**config.mk**
```make
export PLATFORM = sky130hd
export DESIGN_NAME = uart_rx_sipo_flat
export DESIGN_NICKNAME = d
export VERILOG_FILES = /design/src/rtl/uart_rx_sipo_if.sv /design/src/rtl/uart_rx_sipo.sv /design/src/flat_wrapper.sv
export SDC_FILE = /design/constraint.sdc
export NUM_CORES = 1
export LEC_CHECK = 0
export ABC_AREA = 1
export BUFFER_PORTS_ARGS = -buffer_cell sky130_fd_sc_hd__buf_2
export CAP_MARGIN = 10
export CORE_MARGIN = 3
export CORE_UTILIZATION = 57
export CTS_CLUSTER_SIZE = 25
export DETAILED_ROUTE_END_ITERATION = 6
export PLACE_DENSITY = 0.88
export SLEW_MARGIN = 0
export SYNTH_ARGS = -nofsm -noshare
export SYNTH_HDL_FRONTEND = slang
export SYNTH_SLANG_ARGS = --single-unit
```
**constraint.sdc**
```tcl
create_clock -name baud_clk -period 1.62 [get_ports baud_clk]
set_clock_uncertainty 0.1 [all_clocks]
set_input_delay 0.081 -clock baud_clk [delete_from_list [all_inputs] [get_ports baud_clk]]
set_output_delay 0.081 -clock baud_clk [all_outputs]
set_load 0.05 [all_outputs]
```
**src/rtl/uart_rx_sipo_if.sv**
```systemverilog
// Receive-side UART bundle: serial line and parity config in, byte and status out.
interface uart_rx_sipo_if;
  logic       data_rx;
  logic [1:0] parity_type;
  logic [7:0] data_out;
  logic       done_flag;
  logic       active_flag;
  logic       parity_error;
  logic       stop_error;

  modport master (
    output data_rx, parity_type,
    input  data_out, done_flag, active_flag, parity_error, stop_error
  );

  modport slave (
    input  data_rx, parity_type,
    output data_out, done_flag, active_flag, parity_error, stop_error
  );
endinterface

```
**src/rtl/uart_rx_sipo.sv**
```systemverilog
// UART receiver: oversampled start detect, mid-bit sampling, LSB-first byte
// reassembly, optional parity and stop-bit checking with a one-cycle done strobe.
module uart_rx_sipo #(
  parameter int OVERSAMPLE = 16
) (
  input  logic          baud_clk,
  input  logic          reset_n,
  uart_rx_sipo_if.slave bus
);
  localparam int            CW      = (OVERSAMPLE > 1) ? $clog2(OVERSAMPLE) : 1;
  localparam logic [CW-1:0] HALF_M1 = CW'(OVERSAMPLE/2 - 1);
  localparam logic [CW-1:0] LAST    = CW'(OVERSAMPLE - 1);

  typedef enum logic [2:0] {
    IDLE = 3'd0, START = 3'd1, DATA = 3'd2, PARITY = 3'd3, STOP = 3'd4
  } state_t;

  state_t        r_state, w_next;
  logic [1:0]    r_sync;
  logic [CW-1:0] r_cnt;
  logic [2:0]    r_idx;
  logic [7:0]    r_shift, r_data;
  logic [1:0]    r_ptype;
  logic          r_par, r_done, r_active, r_perr, r_serr;

  logic w_rx_s, w_half, w_last, w_has_par, w_xor, w_par_err;
  logic w_accept, w_false, w_go_data, w_shift, w_par_ld, w_finish, w_cnt_clr;

  assign w_rx_s    = r_sync[1];
  assign w_half    = (r_cnt == HALF_M1);
  assign w_last    = (r_cnt == LAST);
  assign w_has_par = (r_ptype == 2'b01) || (r_ptype == 2'b10);
  assign w_xor     = ^{r_shift, r_par};
  assign w_par_err = (r_ptype == 2'b10) ? w_xor :
                     (r_ptype == 2'b01) ? ~w_xor : 1'b0;

  always_ff @(posedge baud_clk or negedge reset_n)
    if (!reset_n) r_sync <= 2'b11;
    else          r_sync <= {r_sync[0], bus.data_rx};

  always_ff @(posedge baud_clk or negedge reset_n)
    if (!reset_n) r_state <= IDLE;
    else          r_state <= w_next;

  always_comb begin
    w_next = r_state;
    case (r_state)
      IDLE:    if (!w_rx_s) w_next = START;
      START:   if (w_half)  w_next = w_rx_s ? IDLE : DATA;
      DATA:    if (w_last && r_idx == 3'd7) w_next = w_has_par ? PARITY : STOP;
      PARITY:  if (w_last)  w_next = STOP;
      STOP:    if (w_last)  w_next = IDLE;
      default: w_next = IDLE;
    endcase
  end

  always_comb begin
    w_accept  = 1'b0;
    w_false   = 1'b0;
    w_go_data = 1'b0;
    w_shift   = 1'b0;
    w_par_ld  = 1'b0;
    w_finish  = 1'b0;
    case (r_state)
      IDLE:   w_accept  = !w_rx_s;
      START: begin
        w_false   = w_half &  w_rx_s;
        w_go_data = w_half & !w_rx_s;
      end
      DATA:   w_shift   = w_last;
      PARITY: w_par_ld  = w_last;
      STOP:   w_finish  = w_last;
      default: ;
    endcase
    // Counter restarts on every state change and after each bit sample so
    // non-power-of-two oversample ratios still wrap at the bit boundary.
    w_cnt_clr = (r_state == IDLE) || (w_next != r_state) || w_last;
  end

  always_ff @(posedge baud_clk or negedge reset_n)
    if (!reset_n) begin
      r_cnt    <= '0;
      r_idx    <= '0;
      r_shift  <= '0;
      r_ptype  <= '0;
      r_par    <= 1'b0;
      r_data   <= '0;
      r_done   <= 1'b0;
      r_active <= 1'b0;
      r_perr   <= 1'b0;
      r_serr   <= 1'b0;
    end else begin
      r_cnt  <= w_cnt_clr ? '0 : r_cnt + 1'b1;
      r_done <= w_finish;
      if (w_accept) begin
        r_ptype  <= bus.parity_type;
        r_active <= 1'b1;
      end
      if (w_false || w_finish) r_active <= 1'b0;
      if (w_go_data) r_idx <= '0;
      if (w_shift) begin
        r_shift <= {w_rx_s, r_shift[7:1]};
        r_idx   <= r_idx + 1'b1;
      end
      if (w_par_ld) r_par <= w_rx_s;
      if (w_finish) begin
        r_data <= r_shift;
        r_serr <= ~w_rx_s;
        r_perr <= w_par_err;
      end
    end

  assign bus.data_out     = r_data;
  assign bus.done_flag    = r_done;
  assign bus.active_flag  = r_active;
  assign bus.parity_error = r_perr;
  assign bus.stop_error   = r_serr;
endmodule

```
**src/flat_wrapper.sv**
```systemverilog
// flat-port wrapper written by rule: the top's interface ports become plain ports
module uart_rx_sipo_flat 
#(
  parameter int OVERSAMPLE = 16
)
  (baud_clk, reset_n, bus_data_rx, bus_parity_type, bus_data_out, bus_done_flag, bus_active_flag, bus_parity_error, bus_stop_error);
  uart_rx_sipo_if bus_i ();
  input  logic baud_clk;
  input  logic reset_n;
  input wire logic [$bits(bus_i.data_rx)-1:0] bus_data_rx;
  input wire logic [$bits(bus_i.parity_type)-1:0] bus_parity_type;
  output wire logic [$bits(bus_i.data_out)-1:0] bus_data_out;
  output wire logic [$bits(bus_i.done_flag)-1:0] bus_done_flag;
  output wire logic [$bits(bus_i.active_flag)-1:0] bus_active_flag;
  output wire logic [$bits(bus_i.parity_error)-1:0] bus_parity_error;
  output wire logic [$bits(bus_i.stop_error)-1:0] bus_stop_error;
  assign bus_i.data_rx = bus_data_rx;
  assign bus_i.parity_type = bus_parity_type;
  assign bus_data_out = bus_i.data_out;
  assign bus_done_flag = bus_i.done_flag;
  assign bus_active_flag = bus_i.active_flag;
  assign bus_parity_error = bus_i.parity_error;
  assign bus_stop_error = bus_i.stop_error;
  uart_rx_sipo #(.OVERSAMPLE(OVERSAMPLE)) u_core (.baud_clk(baud_clk), .reset_n(reset_n), .bus(bus_i));
endmodule
```
==> run summary, run 1 <==
Status: complete, no violations
Final GP Congestion: 0.863
Vias: 1269
Routed WL: 2960 um
Crit start category: flip-flop
CP Max Fanout: 6
Worst reg2reg setup slack: 0.09 ns
Boundary Pins: 17
Worst slew margin: 0.803
CP required: 1.78 ns
Yosys top cell by area: dfrtp_1
Starting DRT DRC Count: 49
# Max-Cap Violations: 0
Diodes inserted: 0
Core area: 2780 um2
First-pass GRT wire length: 5010 um
Worst-path clk slew: 0.10 ns
Dpl hpwl: 2030 um
Max Root-Sink Buffers: 2
Post-Syn Area: 1690 um2
Final ANT Viol Nets: 0
Tcrit/Tclk final: 0.945
Post-Syn Area per Cell: 9.03 um2
Initial core utilization: 0.607
CP peak stage delay: 0.42 ns
Share of the synthesized area in the top cell type: 0.489
Remaining routing DRC violations: 0
Synth cell types: 24
Via-to-Cell Ratio: 5.10
Total global routing overflow: 0
Initial antenna violation count: 0
Root buffer cell: clkbuf_4
Number of buffers inserted by port buffering: 16
Register bit total from synthesis: 35
Post-Synth XOR/XNOR Area: 0.0104
Setup TNS: 0 ns
Register area share after synthesis: 0.520
Die area: 3650 um2
Simple-gate share of the synthesized area: 0.251
CP most frequent cell: nand2_2
Worst skew pair latency: 0.34 ns
F_max: 0.653 GHz
Largest family of logic cells by synthesized area: simple AND/OR/NAND/NOR gates
Gr usage total: 0.188
Slew Viols, Final: 0
Synth Area in Adders: 0.0371
Hold Fails Final Rpt: 0
Nets: 227
Synth area leaders: dfrtp_1 49%, nand2_1 11%, inv_1 4.7%
Critical Path AT: 1.70 ns
Critical-path top delay cell: dfrtp_1
Hold Path Class: in2async
Static Leak: 1.05 nW
Synth Area in Compound Gates: 0.105
Crit. End Element: flip-flop
Setup violators final: 0
CTS buffer count: 5
P&R area growth vs syn: 17.0%
Vias in the first global route: 1213
CTS sink cnt: 35
Reg2reg end: u_core.r_cnt[2]
YS warnings: 0
Worst R2R Start: u_core.r_cnt[0]
Die height: 60.4 um
Fraction of layout cells with a size suffix above 1: 0.284
CTS tree: yes
VDD IR-drop max: 1.03 mV
Cell Chain, Critical Path: ha_4 > nand2_4 > nor2_8 > nand2_2 > nor2_2 > nand2_2 > nand3_2 > nand2_2 > nor3_2
Worst path bufs/invs: 0
Net count after synthesis: 197
WL/cell: 11.9 um
Mux cell area share after synthesis: 0
Pre-Repair DR Iteration Count: 4
Site row count: 19
Largest net degree at the start of global routing: 36
Crit path kind: reg2reg
H-tree levels: 2
PnR Total Power: 2.09 mW
Cell Pwr Density: 1060 nW/um2
Worst reg-to-reg path cell count: 9
Period minus WS final: 1.53 ns
Die W: 60.4 um
Slew @ Worst Pin: 0.295 ns
Syn Inst Count: 187
Crit-path leading delay family: simple AND/OR/NAND/NOR gates
power breakdown:
group / internal, mW / total (mW) / switching [mW]
Sequential: 0.962 / 1.05 / 0.0893
Combinational: 0.203 / 0.505 / 0.302
Clock: 0.255 / 0.537 / 0.282
Total: 1.42 / 2.09 / 0.673
layer usage:
layer | share of wire | GRT usage | wire (um) | vias up
li1 | - | - | - | 649
met1 | 0.46 | 0.231 | 1360 | 589
met2 | 0.48 | 0.304 | 1410 | 26
met3 | 0.047 | 0.0596 | 139 | 5
met4 | 0.016 | 0.0836 | 47 | 0
met5 | 0 | 0 | 0 | -
cell usage in the layout (no fill, tap or decap), types with 5 or more instances in the layout:
master    Yosys  final
o21ai_0       8      8
o21ai_1       5      5
dfrtp_1      33     33
buf_2         0     16
nor2_1       15     12
nand2_1      50     49
inv_1        21     21
nand3_1       9      9
o21ai_2       9      9
clkbuf_4      0      5
what timing repair did:
action,CTS,global route
resized for setup,1,7
hold endpoints to repair,38,0
cloned,0,0
setup buffers,0,2
hold buffers,4,0
pin swaps,0,3
endpoints found under the setup margin,2,11
through the flow:
stage,setup slack (ns),instance area [um2],cells,hold WS (ns),utilization
CTS,0.0324,1930,247,0.122,0.695
finish,0.0888,1980,249,0.124,0.710
floorplan,0.162,1690,187,-0.315,-
global placement,0.121,1820,235,-0.0482,0.654
global route,-0.0172,1980,249,0.135,0.710
detailed placement,-0.00489,1820,235,-0.0444,0.654
cell type report:
| cell class | instances | area [um2] |
|---|---|---|
| Sequential cell | 35 | 878 |
| Tap cell | 31 | 38.8 |
| Multi-Input combinational cell | 123 | 713 |
| Timing Repair Buffer | 25 | 170 |
| Fill cell | 200 | 806 |
| Clock buffer | 8 | 68.8 |
| Inverter | 27 | 106 |
registers in the layout, summed over array words and instances, names as in the netlist:
name	flops
u_core.bus.data_out	8
u_core.r_cnt	4
u_core.bus.stop_error	1
u_core.r_state	3
u_core.r_par	1
u_core.r_ptype	2
u_core.bus.done_flag	1
u_core.r_idx	3
u_core.r_shift	8
u_core.bus.parity_error	1
u_core.r_sync	2
u_core.bus.active_flag	1
worst register-to-register path: cells and delay by family (launching register included):
family	cells	cell delay, ns
adder cells (fa/ha/maj)	1	0.17
flip-flops	1	0.42
AND/OR/NAND/NOR	8	0.76
cells by family (layout without fill, tap and decap cells):
| logic type | after synthesis | after routing |
|---|---|---|
| AND/OR/NAND/NOR | 89 | 89 |
| flip-flops | 35 | 35 |
| XOR/XNOR | 2 | 2 |
| buffers and inverters | 29 | 60 |
| AO/OA/AOI/OAI | 27 | 27 |
| adder cells (fa/ha/maj) | 5 | 5 |
synthesized netlist by cell type:
cell type,count
a21oi_1,2
a22o_1,2
a31oi_1,1
buf_6,2
dfrtp_1,33
dfstp_2,2
ha_1,5
inv_1,21
inv_2,4
inv_4,2
nand2_1,50
nand2_2,4
nand3_1,9
nand3_2,1
nand3b_1,1
nor2_1,15
nor2_2,1
nor2_8,2
nor3_1,3
nor3_2,3
o21ai_0,8
o21ai_1,5
o21ai_2,9
xor2_1,2
how the worst max path moves through the flow:
stage,from,cells past startpoint,endpoint,slack (ns)
floorplan,u_core.r_cnt[0],9,u_core.bus.parity_error,0.16
global placement,u_core.r_cnt[0],8,u_core.r_cnt[0],0.12
detailed placement,u_core.r_cnt[0],7,u_core.r_idx[1],-0.005
CTS,u_core.r_cnt[0],8,u_core.r_cnt[0],0.03
global route,u_core.r_cnt[0],9,u_core.r_cnt[0],-0.02
finish,u_core.r_cnt[0],9,u_core.r_cnt[2],0.09
Power figures use the tool's default switching activity.
==> run 2, diff against run 1 <==
Settings changed: CORE_UTILIZATION 57 to 58, CTS_BUF_LIST set to sky130_fd_sc_hd__clkbuf_4 sky130_fd_sc_hd__clkbuf_8, PLACE_DENSITY 0.88 to 0.9.
==> run 2 against run 1 <==
  * Critical path depth is 1 lower
  * Routed wire length increased by 10%
  * Setup slack worse by 0.041 ns
  * Global-route usage increased by 1.9 points
  * First-iteration DRC count up 4.1%
  * Power fell by 3.3%
  * Count of clock-buffer cells in the layout shrank 3
  * Register-to-register slack got worse by 0.04 ns
  * Sequential cell count stayed put
  * Combinational power increased by 2%
==> run summary, run 2 (same netlist as run 1, synthesis figures left out) <==
Commonest non-fill, non-tap cell in the layout: nand2_1 (unchanged)
Switching Share: 0.347 (was 0.321)
CP required: 1.76 ns (was 1.78 ns)
CTS tree: yes (unchanged)
Routed WL: 3270 um (was 2960 um)
Gr usage total: 0.207 (was 0.188)
Root buffer cell: clkbuf_4 (unchanged)
Via-to-Cell Ratio: 5.31 (was 5.10)
Crit start category: flip-flop (unchanged)
Starting DRT DRC Count: 51 (was 49)
Placed insts: 232 (was 235)
Worst reg-to-reg path cell count: 8 (was 9)
P&R area growth vs syn: 15.1% (was 17.0%)
Period minus WS final: 1.57 ns (was 1.53 ns)
Hold Fails Final Rpt: 0 (unchanged)
Cell Chain, Critical Path: ha_4 > nand2_4 > nor2_8 > nor2_2 > nor3_2 > nand3_2 > nand2_4 > nor2_1 (was ha_4 > nand2_4 > nor2_8 > nand2_2 > nor2_2 > nand2_2 > nand3_2 > nand2_2 > nor3_2)
Internal power: 1.32 mW (was 1.42 mW)
Die area: 3590 um2 (was 3650 um2)
CP most frequent cell: nand2_4 (was nand2_2)
# Max-Cap Violations: 0 (unchanged)
Die height: 59.9 um (was 60.4 um)
Post-route insts no fill: 247 (was 249)
Hold Path Class: in2async (unchanged)
Remaining routing DRC violations: 0 (unchanged)
Crit. End Element: flip-flop (unchanged)
Unrepaired setup endpoints after global routing: true
Most frequent cells in the layout: 49 x nand2_1, 33 x dfrtp_1, 20 x inv_1, 16 x buf_2, 12 x nor2_1 (was 49 x nand2_1, 33 x dfrtp_1, 21 x inv_1, 16 x buf_2, 12 x nor2_1)
First-pass GRT wire length: 5380 um (was 5010 um)
Placed cell areas: 1790 um2 (was 1820 um2)
Pre-Repair DR Iteration Count: 4 (unchanged)
Comb pwr share: 0.254 (was 0.241)
Worst slew margin: 0.505 (was 0.803)
Vias: 1312 (was 1269)
Diodes inserted: 0 (unchanged)
Sequential share of power: 0.523 (was 0.502)
Total global routing overflow: 0 (unchanged)
Initial antenna violation count: 0 (unchanged)
F_max: 0.636 GHz (was 0.653 GHz)
Dpl hpwl: 2350 um (was 2030 um)
Design area: 1940 um2 (was 1980 um2)
VDD IR-drop max: 1.03 mV (about the same)
Site row count: 18 (was 19)
CP Max Fanout: 6 (unchanged)
Worst Hold Slack: 0.223 ns (was 0.124 ns)
Nets: 226 (was 227)
Status: complete, no violations (unchanged)
CTS sink cnt: 35 (unchanged)
Critical-path top delay cell: dfrtp_1 (unchanged)
Number of buffers inserted by port buffering: 16 (unchanged)
Slew Viols, Final: 0 (unchanged)
H-tree levels: 2 (unchanged)
Worst skew pair latency: 0.34 ns (about the same)
P_sw: 0.702 mW (was 0.673 mW)
Static Leak: 1.04 nW (was 1.05 nW)
Critical Path AT: 1.71 ns (was 1.70 ns)
Crit path kind: reg2reg (unchanged)
Fraction of layout cells with a size suffix above 1: 0.290 (was 0.284)
Die W: 59.9 um (was 60.4 um)
Final GP Congestion: 0.946 (was 0.863)
Slew @ Worst Pin: 0.742 ns (was 0.295 ns)
CP peak stage delay: 0.42 ns (about the same)
Final ANT Viol Nets: 0 (unchanged)
Setup violators final: 0 (unchanged)
Max Root-Sink Buffers: 2 (unchanged)
Boundary Pins: 17 (unchanged)
Initial core utilization: 0.646 (was 0.607)
Cell Pwr Density: 1040 nW/um2 (was 1060 nW/um2)
CTS buffer count: 5 (unchanged)
Clock Power Share: 0.224 (was 0.257)
Core Util, Final: 0.744 (was 0.710)
Tcrit/Tclk final: 0.971 (was 0.945)
Core area: 2610 um2 (was 2780 um2)
Largest net degree at the start of global routing: 36 (unchanged)
WL/cell: 13.2 um (was 11.9 um)
Worst-path clk slew: 0.11 ns (was 0.10 ns)
Vias in the first global route: 1274 (was 1213)
Setup TNS: 0 ns (unchanged)
-- run 2: cell types whose count changed in the layout (fill, tap and decap cells not counted) --
cell / previous run / this run
clkbuf_1: 1 / 0
inv_2: 4 / 5
nand2_2: 4 / 3
buf_12: 1 / 0
clkbuf_8: 2 / 0
inv_1: 21 / 20
clkinv_2: 0 / 3
nand2_4: 1 / 2
-- run 2: worst paths after layout --
path / from / endpoint / slack (ns)
worst max register to register: u_core.r_cnt[1] / u_core.r_cnt[0] / 0.05
worst min register to register: u_core.r_sync[0] / u_core.r_sync[1] / 0.28
worst max-delay path: u_core.r_cnt[1] / u_core.r_cnt[0] / 0.05
max in group asynchronous: reset_n / u_core.bus.stop_error / 0.72
min in group baud_clk: bus_data_rx / u_core.r_sync[0] / 0.27
worst min-delay path: reset_n / u_core.bus.data_out[3] / 0.22
-- run 2: layout make-up --
cell class | instances | area [um2]
clock inverters | 3 | 15.0
fillers | 176 | 669
repair buffers | 24 | 150
inverters | 27 | 106
multi-input cells | 123 | 718
clock buffers | 5 | 37.5
well taps | 30 | 37.5
flip-flops and latches | 35 | 878
-- run 2: critical path: cells and delay by family, from the launching register on --
| kind | cells | cell delay (ns) |
|---|---|---|
| fa+ha+maj | 1 | 0.17 |
| flops | 1 | 0.42 |
| simple gates | 7 | 0.79 |
-- run 2: through the flow --
stage,setup slack [ns],total power [mW]
6_report,0.0474,2.03
5_1_grt,-0.0407,2.15
4_1_cts,0.0220,1.94
3_5_place_dp,0.00652,1.48
3_3_place_gp,0.128,1.44
2_1_floorplan,0.162,1.36
-- run 2: layer usage --
layer	global-route usage	wire [um]	up-vias
li1	-	-	649
met1	0.233	1450	622
met2	0.358	1590	31
met3	0.0648	161	10
met4	0.0854	64	0
met5	0	0	-
-- run 2: repair_timing --
| action | CTS | global route |
|---|---|---|
| hold buffers | 4 | 0 |
| setup buffers | 1 | 2 |
| endpoints found under the setup margin | 1 | 8 |
| resized for setup | 0 | 10 |
| hold endpoints to repair | 36 | 0 |
| pin swaps | 0 | 4 |
-- run 2: power groups by stage --
stage | clock, mW | sequential, mW | combinational [mW]
finish | 0.453 | 1.06 | 0.514
global route | 0.494 | 1.07 | 0.583
CTS | 0.454 | 1.04 | 0.448
detailed placement | 0 | 1.06 | 0.423
global placement | 0 | 1.05 | 0.394
floorplan | 0 | 1.05 | 0.313
